## src/rtl/postmortem_reader.sv

```systemverilog
`default_nettype none
// ============================================================================
// Module   : postmortem_reader
// Purpose  : Read-back engine for the frozen postmortem capture ring in DDR.
//            Reads DEPTH samples oldest-first across five 64-bit regions and
//            presents each record on a valid/ready stream.
// Revision : 1.0 - initial release
// ----------------------------------------------------------------------------
// Ports
//   i_clk, i_rst          clock, asynchronous active-high reset
//   i_req                 one-cycle dump request (IDLE only)
//   i_frozen              capture buffer is halted and stable
//   i_wr_ptr[15:0]        writer's next slot (= oldest sample)
//   o_rd_start, o_rd_addr DDR read request (level) and byte address
//   i_rd_done, i_rd_data  DDR read completion and data
//   o_data, o_valid       stream data / valid
//   i_ready               stream ready
//   o_last                final beat of the dump
//   o_region, o_index     region (0..4) and chronological index of the beat
//   o_busy, o_done, o_err status; done/err are one-cycle pulses
//   o_state               state encoding for debug
// ============================================================================
module postmortem_reader #(
  parameter int          DEPTH = 50000,
  parameter logic [39:0] BASE0 = 40'h40_0000,
  parameter logic [39:0] BASE1 = 40'h50_0000,
  parameter logic [39:0] BASE2 = 40'h60_0000,
  parameter logic [39:0] BASE3 = 40'h70_0000,
  parameter logic [39:0] BASE4 = 40'h80_0000,
  parameter int          STEP  = 8
) (
  input  logic        i_clk,
  input  logic        i_rst,
  input  logic        i_req,
  input  logic        i_frozen,
  input  logic [15:0] i_wr_ptr,
  output logic        o_rd_start,
  output logic [39:0] o_rd_addr,
  input  logic        i_rd_done,
  input  logic [63:0] i_rd_data,
  output logic [63:0] o_data,
  output logic        o_valid,
  input  logic        i_ready,
  output logic        o_last,
  output logic [2:0]  o_region,
  output logic [15:0] o_index,
  output logic        o_busy,
  output logic        o_done,
  output logic        o_err,
  output logic [2:0]  o_state
);

  typedef enum logic [2:0] {
    ST_IDLE = 3'd0,
    ST_RD   = 3'd1,
    ST_OUT  = 3'd2,
    ST_NEXT = 3'd3,
    ST_FIN  = 3'd4,
    ST_ABRT = 3'd5
  } state_t;

  localparam logic [16:0] c_depth    = 17'(DEPTH);
  localparam logic [15:0] c_last_idx = 16'(DEPTH - 1);
  localparam logic [39:0] c_step     = 40'(STEP);

  state_t      r_state;
  state_t      w_state_nxt;
  logic [15:0] r_start;
  logic [15:0] r_idx;
  logic [2:0]  r_region;
  logic        r_abort;
  logic        r_rej;
  logic [63:0] r_data;

  logic        w_accept;
  logic        w_reject;
  logic        w_abort_now;
  logic        w_last;
  logic [16:0] w_sum;
  logic [16:0] w_slot;
  logic [39:0] w_base;
  logic [39:0] w_addr;

  assign w_accept    = (r_state == ST_IDLE) & i_req & i_frozen;
  assign w_reject    = (r_state == ST_IDLE) & i_req & ~i_frozen;
  // A freeze loss seen in the same cycle as a completion must still abort.
  assign w_abort_now = r_abort | ~i_frozen;
  assign w_last      = (r_idx == c_last_idx) & (r_region == 3'd4);

  // Ring position: start + idx folded back once; both operands are < DEPTH.
  assign w_sum  = {1'b0, r_start} + {1'b0, r_idx};
  assign w_slot = (w_sum >= c_depth) ? (w_sum - c_depth) : w_sum;

  always_comb begin
    w_base = BASE0;
    case (r_region)
      3'd1:    w_base = BASE1;
      3'd2:    w_base = BASE2;
      3'd3:    w_base = BASE3;
      3'd4:    w_base = BASE4;
      default: w_base = BASE0;
    endcase
  end

  assign w_addr = w_base + (40'(w_slot) * c_step);

  // --------------------------------------------------------------------------
  // State register
  // --------------------------------------------------------------------------
  always_ff @(posedge i_clk or posedge i_rst) begin
    if (i_rst) begin
      r_state <= ST_IDLE;
    end else begin
      r_state <= w_state_nxt;
    end
  end

  // --------------------------------------------------------------------------
  // Next state and outputs
  // --------------------------------------------------------------------------
  always_comb begin
    w_state_nxt = r_state;
    o_rd_start  = 1'b0;
    o_rd_addr   = '0;
    o_valid     = 1'b0;
    o_last      = 1'b0;
    o_done      = 1'b0;
    o_err       = r_rej;
    case (r_state)
      ST_IDLE: begin
        if (w_accept) w_state_nxt = ST_RD;
      end
      ST_RD: begin
        o_rd_start = 1'b1;
        o_rd_addr  = w_addr;
        if (i_rd_done) w_state_nxt = w_abort_now ? ST_ABRT : ST_OUT;
      end
      ST_OUT: begin
        o_valid = 1'b1;
        o_last  = w_last;
        if (i_ready) begin
          if (w_last)           w_state_nxt = ST_FIN;
          else if (w_abort_now) w_state_nxt = ST_ABRT;
          else                  w_state_nxt = ST_NEXT;
        end
      end
      ST_NEXT: w_state_nxt = ST_RD;
      ST_FIN: begin
        o_done      = 1'b1;
        w_state_nxt = ST_IDLE;
      end
      ST_ABRT: begin
        o_err       = 1'b1;
        w_state_nxt = ST_IDLE;
      end
      default: w_state_nxt = ST_IDLE;
    endcase
  end

  // --------------------------------------------------------------------------
  // Datapath: start slot, counters, abort flag, captured data
  // --------------------------------------------------------------------------
  always_ff @(posedge i_clk or posedge i_rst) begin
    if (i_rst) begin
      r_start  <= '0;
      r_idx    <= '0;
      r_region <= '0;
      r_abort  <= 1'b0;
      r_rej    <= 1'b0;
      r_data   <= '0;
    end else begin
      r_rej   <= w_reject;
      r_abort <= (r_state == ST_IDLE) ? 1'b0 : (r_abort | ~i_frozen);
      case (r_state)
        ST_IDLE: begin
          if (w_accept) begin
            // An out-of-range pointer cannot name a valid slot; start at 0.
            r_start  <= ({1'b0, i_wr_ptr} >= c_depth) ? 16'd0 : i_wr_ptr;
            r_idx    <= '0;
            r_region <= '0;
          end
        end
        ST_RD: begin
          if (i_rd_done && !w_abort_now) r_data <= i_rd_data;
        end
        ST_NEXT: begin
          if (r_region == 3'd4) begin
            r_region <= '0;
            r_idx    <= r_idx + 16'd1;
          end else begin
            r_region <= r_region + 3'd1;
          end
        end
        default: ;
      endcase
    end
  end

  assign o_data   = r_data;
  assign o_region = r_region;
  assign o_index  = r_idx;
  assign o_busy   = (r_state != ST_IDLE);
  assign o_state  = r_state;

endmodule
`default_nettype wire

```

## config.mk

```make
export PLATFORM = sky130hd
export DESIGN_NAME = postmortem_reader
export DESIGN_NICKNAME = d
export VERILOG_FILES = /design/src/rtl/postmortem_reader.sv
export SDC_FILE = /design/constraint.sdc
export NUM_CORES = 1
export LEC_CHECK = 0
export BUFFER_PORTS_ARGS = -buffer_cell sky130_fd_sc_hd__buf_2
export CAP_MARGIN = 10
export CORE_AREA = 3 3 120 122
export DETAILED_ROUTE_END_ITERATION = 7
export DIE_AREA = 0 0 123 125
export PLACE_DENSITY = 0.77
export RECOVER_POWER = 50
export SLEW_MARGIN = 15
export SYNTH_ARGS = -nofsm -noshare
export SYNTH_HDL_FRONTEND = slang
export SYNTH_SLANG_ARGS = --single-unit
```

## constraint.sdc

```tcl
create_clock -name i_clk -period 3.3 [get_ports i_clk]
set_clock_uncertainty 0.05 [all_clocks]
set_input_delay 0.495 -clock i_clk [delete_from_list [all_inputs] [get_ports i_clk]]
set_output_delay 0.495 -clock i_clk [all_outputs]
set_load 0.01 [all_outputs]
```

# Word level (Yosys, flattened, before mapping)
# Cells that the tools add are included.
# totals
regBits	104
input_bits	86
output_inout_bits	132
wordCells	67
# classes
addsub	5
order_cmp	2
eq_ne	14
n_mux	23
bitwise	6
reduce_logical	10
# ops
operator	n
24-bit one-hot mux with 4 select lines	1
16-bit two-way mux	3
40-bit by 20-bit adder with 40-bit output	1
40-bit two-way mux	1
16-bit one-hot mux with 2 select lines	1
3-bit two-way mux	8
16-bit by 16-bit adder with 17-bit output	1
17-bit by 16-bit >= comparator with 1-bit output, second input constant	1
17-bit two-way mux	1
17-bit by 16-bit subtractor with 17-bit output, second input constant	1
16-bit by 1-bit adder with 16-bit output, second input constant	1
16-bit == test, second input constant	1
16-bit >= comparator, second input constant	1
3-bit by 2-bit == test with 1-bit output, second input constant	4
3-bit one-hot mux with 4 select lines	1
3-bit == test, second input constant	3
2-bit inequality test, second input constant	4
3-bit by 1-bit == test with 1-bit output, second input constant	2
1-bit two-way mux	6
3-bit one-hot mux with 2 select lines	1
2-bit AND reduction	3
3-bit AND reduction	2
1-bit AND	4
3-bit by 1-bit adder with 3-bit output, second input constant	1
7 further kinds	7

# Longest topological paths before layout
# depth
word_depth	6
mapped_depth	16

# Worst setup path before layout
# No wires, ideal clock.
# synth_path
path_kind	reg2out
from	reg r_idx[0], in the netlist o_index[0]
to	out o_rd_addr[9]
arrival_time_ns	3.064
slack_ns	-0.309
stages_incl_launch_ff	13
n_path_buf	1
path_cell_list	dfrtp_1 ha_1 inv_1 fa_1 nor2b_1 o2111a_1 o211ai_2 a21oi_1 mux2_2 a31oi_1 buf_2 a211oi_2 mux2_4
# synth_between
elab_chain_len	5
# synth_lines
element	line	text
from (decl)	69	logic [15:0] r_idx;
from (signal assigned)	189	r_idx <= r_idx + 16'd1;
16-bit by 16-bit adder with 17-bit output *	91	assign w_sum = {1'b0, r_start} + {1'b0, r_idx};
17-bit by 16-bit subtractor with 17-bit output / 17-bit by 16-bit >= comparator with 1-bit output (equally long branches)	92	assign w_slot = (w_sum >= c_depth) ? (w_sum - c_depth) : w_sum;
17-bit two-way mux *	92	
40-bit by 20-bit adder with 40-bit output *	105	assign w_addr = w_base + (40'(w_slot) * c_step);
40-bit two-way mux *	129	case (r_state)
to (decl)	38	output logic [39:0] o_rd_addr,
# Mark *: on every way between the ends. The rest lies on a longest branch, timed or not.

# Worst setup path in the final report
# layout_path
from	reg r_idx[0], in the netlist o_index[0]
to	out o_rd_addr[19]
# The elaborated chain is that of the path after synthesis.

==> flow_summary.json <==
{
  "synth_edf_count": 0,
  "cts_tree": "done",
  "grt_overflow": 0,
  "diodes": 0,
  "clk_pin_slew_ns": 0.08,
  "period_share": 1.20,
  "powerDensity_nw_per_um2": 794,
  "vias": 5488,
  "synthCells": 575,
  "hp-class": "in2reg",
  "slew_headroom": -0.535,
  "critPathMostFrequentCell": "o211ai_1",
  "initial_core_util": 0.449,
  "maxSlewViolCount": 63,
  "criticalPathCategory": "reg2out",
  "power_leakage_nw": 4.02,
  "fin_cells": 1044,
  "cts_hold_buf": 0,
  "die_w_um": 123,
  "slowest_delay_ns": 0.47,
  "ys_seq_elements": 104,
  "coreArea_um2": 13300,
  "drive_gt1_frac": 0.452,
  "yosysWarnings": 0,
  "synthFlopType": "dfrtp_1",
  "track_usage": 0.218,
  "setup_ws_ns": -0.665,
  "cp_cell_sequence": "ha_2 > inv_2 > fa_2 > nor2b_4 > o2111a_2 > o21a_1 > buf_6 > o211ai_1 > o211ai_1 > buf_4 > or4_4 > a21oi_2 > o2111a_1 > buf_2",
  "numPortBuffers": 198,
  "wl_per_cell_um": 16.0,
  "grt_pass1_wl_um": 27200,
  "ant_nets": 0,
  "tightest_slew_ns": 2.30,
  "violations": "capacitance limit, slew limit, setup timing",
  "pin_count": 218,
  "place_inst": 1016,
  "die_area_um2": 15400,
  "place_hpwl_um": 13000,
  "status": "complete, but fails checks",
  "place.gp.congestion": 0.868,
  "synthArstFlopShare": 1.00,
  "first_pass_iters": 4,
  "numCtsBuffers": 9,
  "htreeDepth": 3,
  "crit_slowest_cell": "or4_4",
  "worstSetupEndpointType": "primary output",
  "vdd_drop_max_v": 0.000550,
  "critPathTopFamily": "compound AO/OA/AOI/OAI gates",
  "utilization": 0.626,
  "die_h_um": 125,
  "drcViolationCount": 0,
  "path_max_fanout": 7,
  "cp_data_arrival_time_ns": 3.42,
  "synthDistinctLibCells": 70,
  "rows": 42,
  "numClockSinks": 104,
  "fin_crit_ns": 3.97,
  "drt_wl_total_um": 16700,
  "setup_violations": 13,
  "clock_latency_ns": 0.34,
  "dr.first_iter.drc_count": 170,
  "max_freq_ghz": 0.252,
  "synth_area_um2": 5960,
  "vias_per_cell": 5.26,
  "syn_avg_cell_area_um2": 10.4,
  "max_cap_viol_count": 1,
  "first_global_vias": 5663,
  "crit_buf_inv": 4,
  "rsz0062_at_grt": "true",
  "antenna_found_initial": 0,
  "layout.nets": 974,
  "tns_ns": -7.64,
  "grt_max_degree": 65,
  "cts_root_buffer": "clkbuf_16",
  "start_kind": "register",
  "ys_seq_area_frac": 0.436,
  "cts_buffer_depth": 2,
  "area_growth_syn_to_layout_pct": 39.4,
  "finalHoldViolCount": 0,
  "worstPathRequired_ns": 2.75
}
==> cells in the final DEF, fill, tap and decap left out, types with 5 or more instances in the layout <==
| cell type | count |
|---|---|
| and2_1 | 7 |
| mux2_2 | 66 |
| clkbuf_16 | 9 |
| nor3_1 | 7 |
| a21o_1 | 7 |
| nand3_1 | 15 |
| inv_1 | 11 |
| o21ai_1 | 8 |
| nand2b_1 | 5 |
| nor2_1 | 48 |
| mux2i_1 | 6 |
| clkbuf_1 | 48 |
| o211ai_1 | 11 |
| o21ai_0 | 15 |
| or2_2 | 5 |
| buf_6 | 7 |
| or3_1 | 10 |
| ha_1 | 20 |
| nand4_1 | 7 |
| a21oi_2 | 5 |
| a22o_1 | 15 |
| buf_2 | 148 |
| nand2_1 | 38 |
| conb_1 | 19 |
| dfrtp_1 | 104 |
| and3_1 | 5 |
| xor2_1 | 12 |
| a21oi_1 | 24 |
| buf_4 | 95 |
==> logic make-up after synthesis <==
logic type,synth area share
xor+xnor,0.0206
compound gates,0.152
fa+ha+maj,0.0537
mux,0.143
other cells,0.000629
flops,0.436
simple gates,0.145
buf+inv,0.0491
==> layer usage <==
metal	GRT usage	share of wire	vias up
li1	-	-	2637
met2	0.378	0.50	202
met1	0.262	0.40	2616
met3	0.0547	0.073	33
met5	0	0	-
met4	0.0717	0.028	0
==> registers in the layout (all words and copies together), names as in the netlist <==
signal	cells
o_data	64
o_index	16
o_region	3
o_state	3
r_abort	1
r_rej	1
r_start	16
==> path summary, 6_finish.rpt <==
path / to / slack, ns / depth (start not counted) / start
max: o_rd_addr[19] / -0.67 / 14 / o_index[0]$_DFFE_PP0P_
min: r_rej$_DFF_PP0_ / 0.30 / 2 / i_frozen
max reg2reg: o_index[13]$_DFFE_PP0P_ / 0.61 / 8 / o_state[2]$_DFFE_PP0P_
min reg2reg: r_start[15]$_DFFE_PP0P_ / 0.46 / 2 / r_start[15]$_DFFE_PP0P_
max in group asynchronous: o_index[2]$_DFFE_PP0P_ / 0.57 / 3 / i_rst
min in group asynchronous: o_data[14]$_DFFE_PP0P_ / 0.88 / 2 / i_rst
==> metrics by stage <==
step           worst slack, ns  instance area [µm²]  power (W)  hold slack, ns
6_report                -0.665                 8320    0.00660           0.297
5_1_grt                 -0.814                 8320    0.00706           0.287
4_1_cts                 -0.630                 8300    0.00660           0.270
3_5_place_dp            -0.435                 7830    0.00539           0.440
3_3_place_gp            -0.344                 7830    0.00530           0.435
2_1_floorplan           -0.161                 6140    0.00399           0.404
==> worst register-to-register path, delay by kind of cell, from the launching register on <==
family,cells,cell delay [ns]
AO/OA/AOI/OAI,1,0.17
XOR/XNOR,1,0.17
flip-flops,1,0.48
AND/OR/NAND/NOR,6,1.67
==> Yosys cell counts, types with 3 or more instances <==
master,number,area share
nand3_1,16,0.013
ha_1,24,0.050
and2_1,8,0.0084
or4_1,3,0.0038
nor2b_1,3,0.0031
buf_4,20,0.025
o21ai_1,4,0.0034
o21a_1,4,0.0050
a211oi_1,5,0.0063
a22o_1,15,0.022
a21o_1,7,0.0088
clkbuf_1,19,0.012
nand2b_1,5,0.0052
mux2i_1,7,0.012
o21ai_0,19,0.016
xor2_1,12,0.018
and3_1,6,0.0063
a21oi_1,29,0.024
o211ai_1,11,0.014
nand4_1,7,0.0073
or3_1,13,0.014
nor3_1,7,0.0059
buf_2,3,0.0025
inv_1,13,0.0082
or2_2,5,0.0052
nor2_1,48,0.030
dfrtp_1,104,0.44
mux2_2,66,0.12
nand2_1,39,0.025
==> where the power goes <==
group / switching, W / leakage, nW / internal, W
Clock: 0.000505 / 0.143 / 0.000536
Sequential: 0.000311 / 1.30 / 0.00179
Combinational: 0.00174 / 2.57 / 0.00172
==> timing repair <==
action                     in CTS  in global routing
pin swaps                      12                 13
buffers inserted               10                  2
setup endpoints to repair      13                 13
cloned                          0                  0
gates resized for setup        22                 15
==> area by class of cell <==
type                    instances  area, µm²
clock buffers                   9        225
clock inverters                 7       72.6
fillers                      1110       4980
inverters                      14       55.1
multi-input cells             432       3360
flip-flops and latches        104       2600
well taps                     176        220
repair buffers                302       1780
No activity file was read; power rests on OpenSTA's default activity.
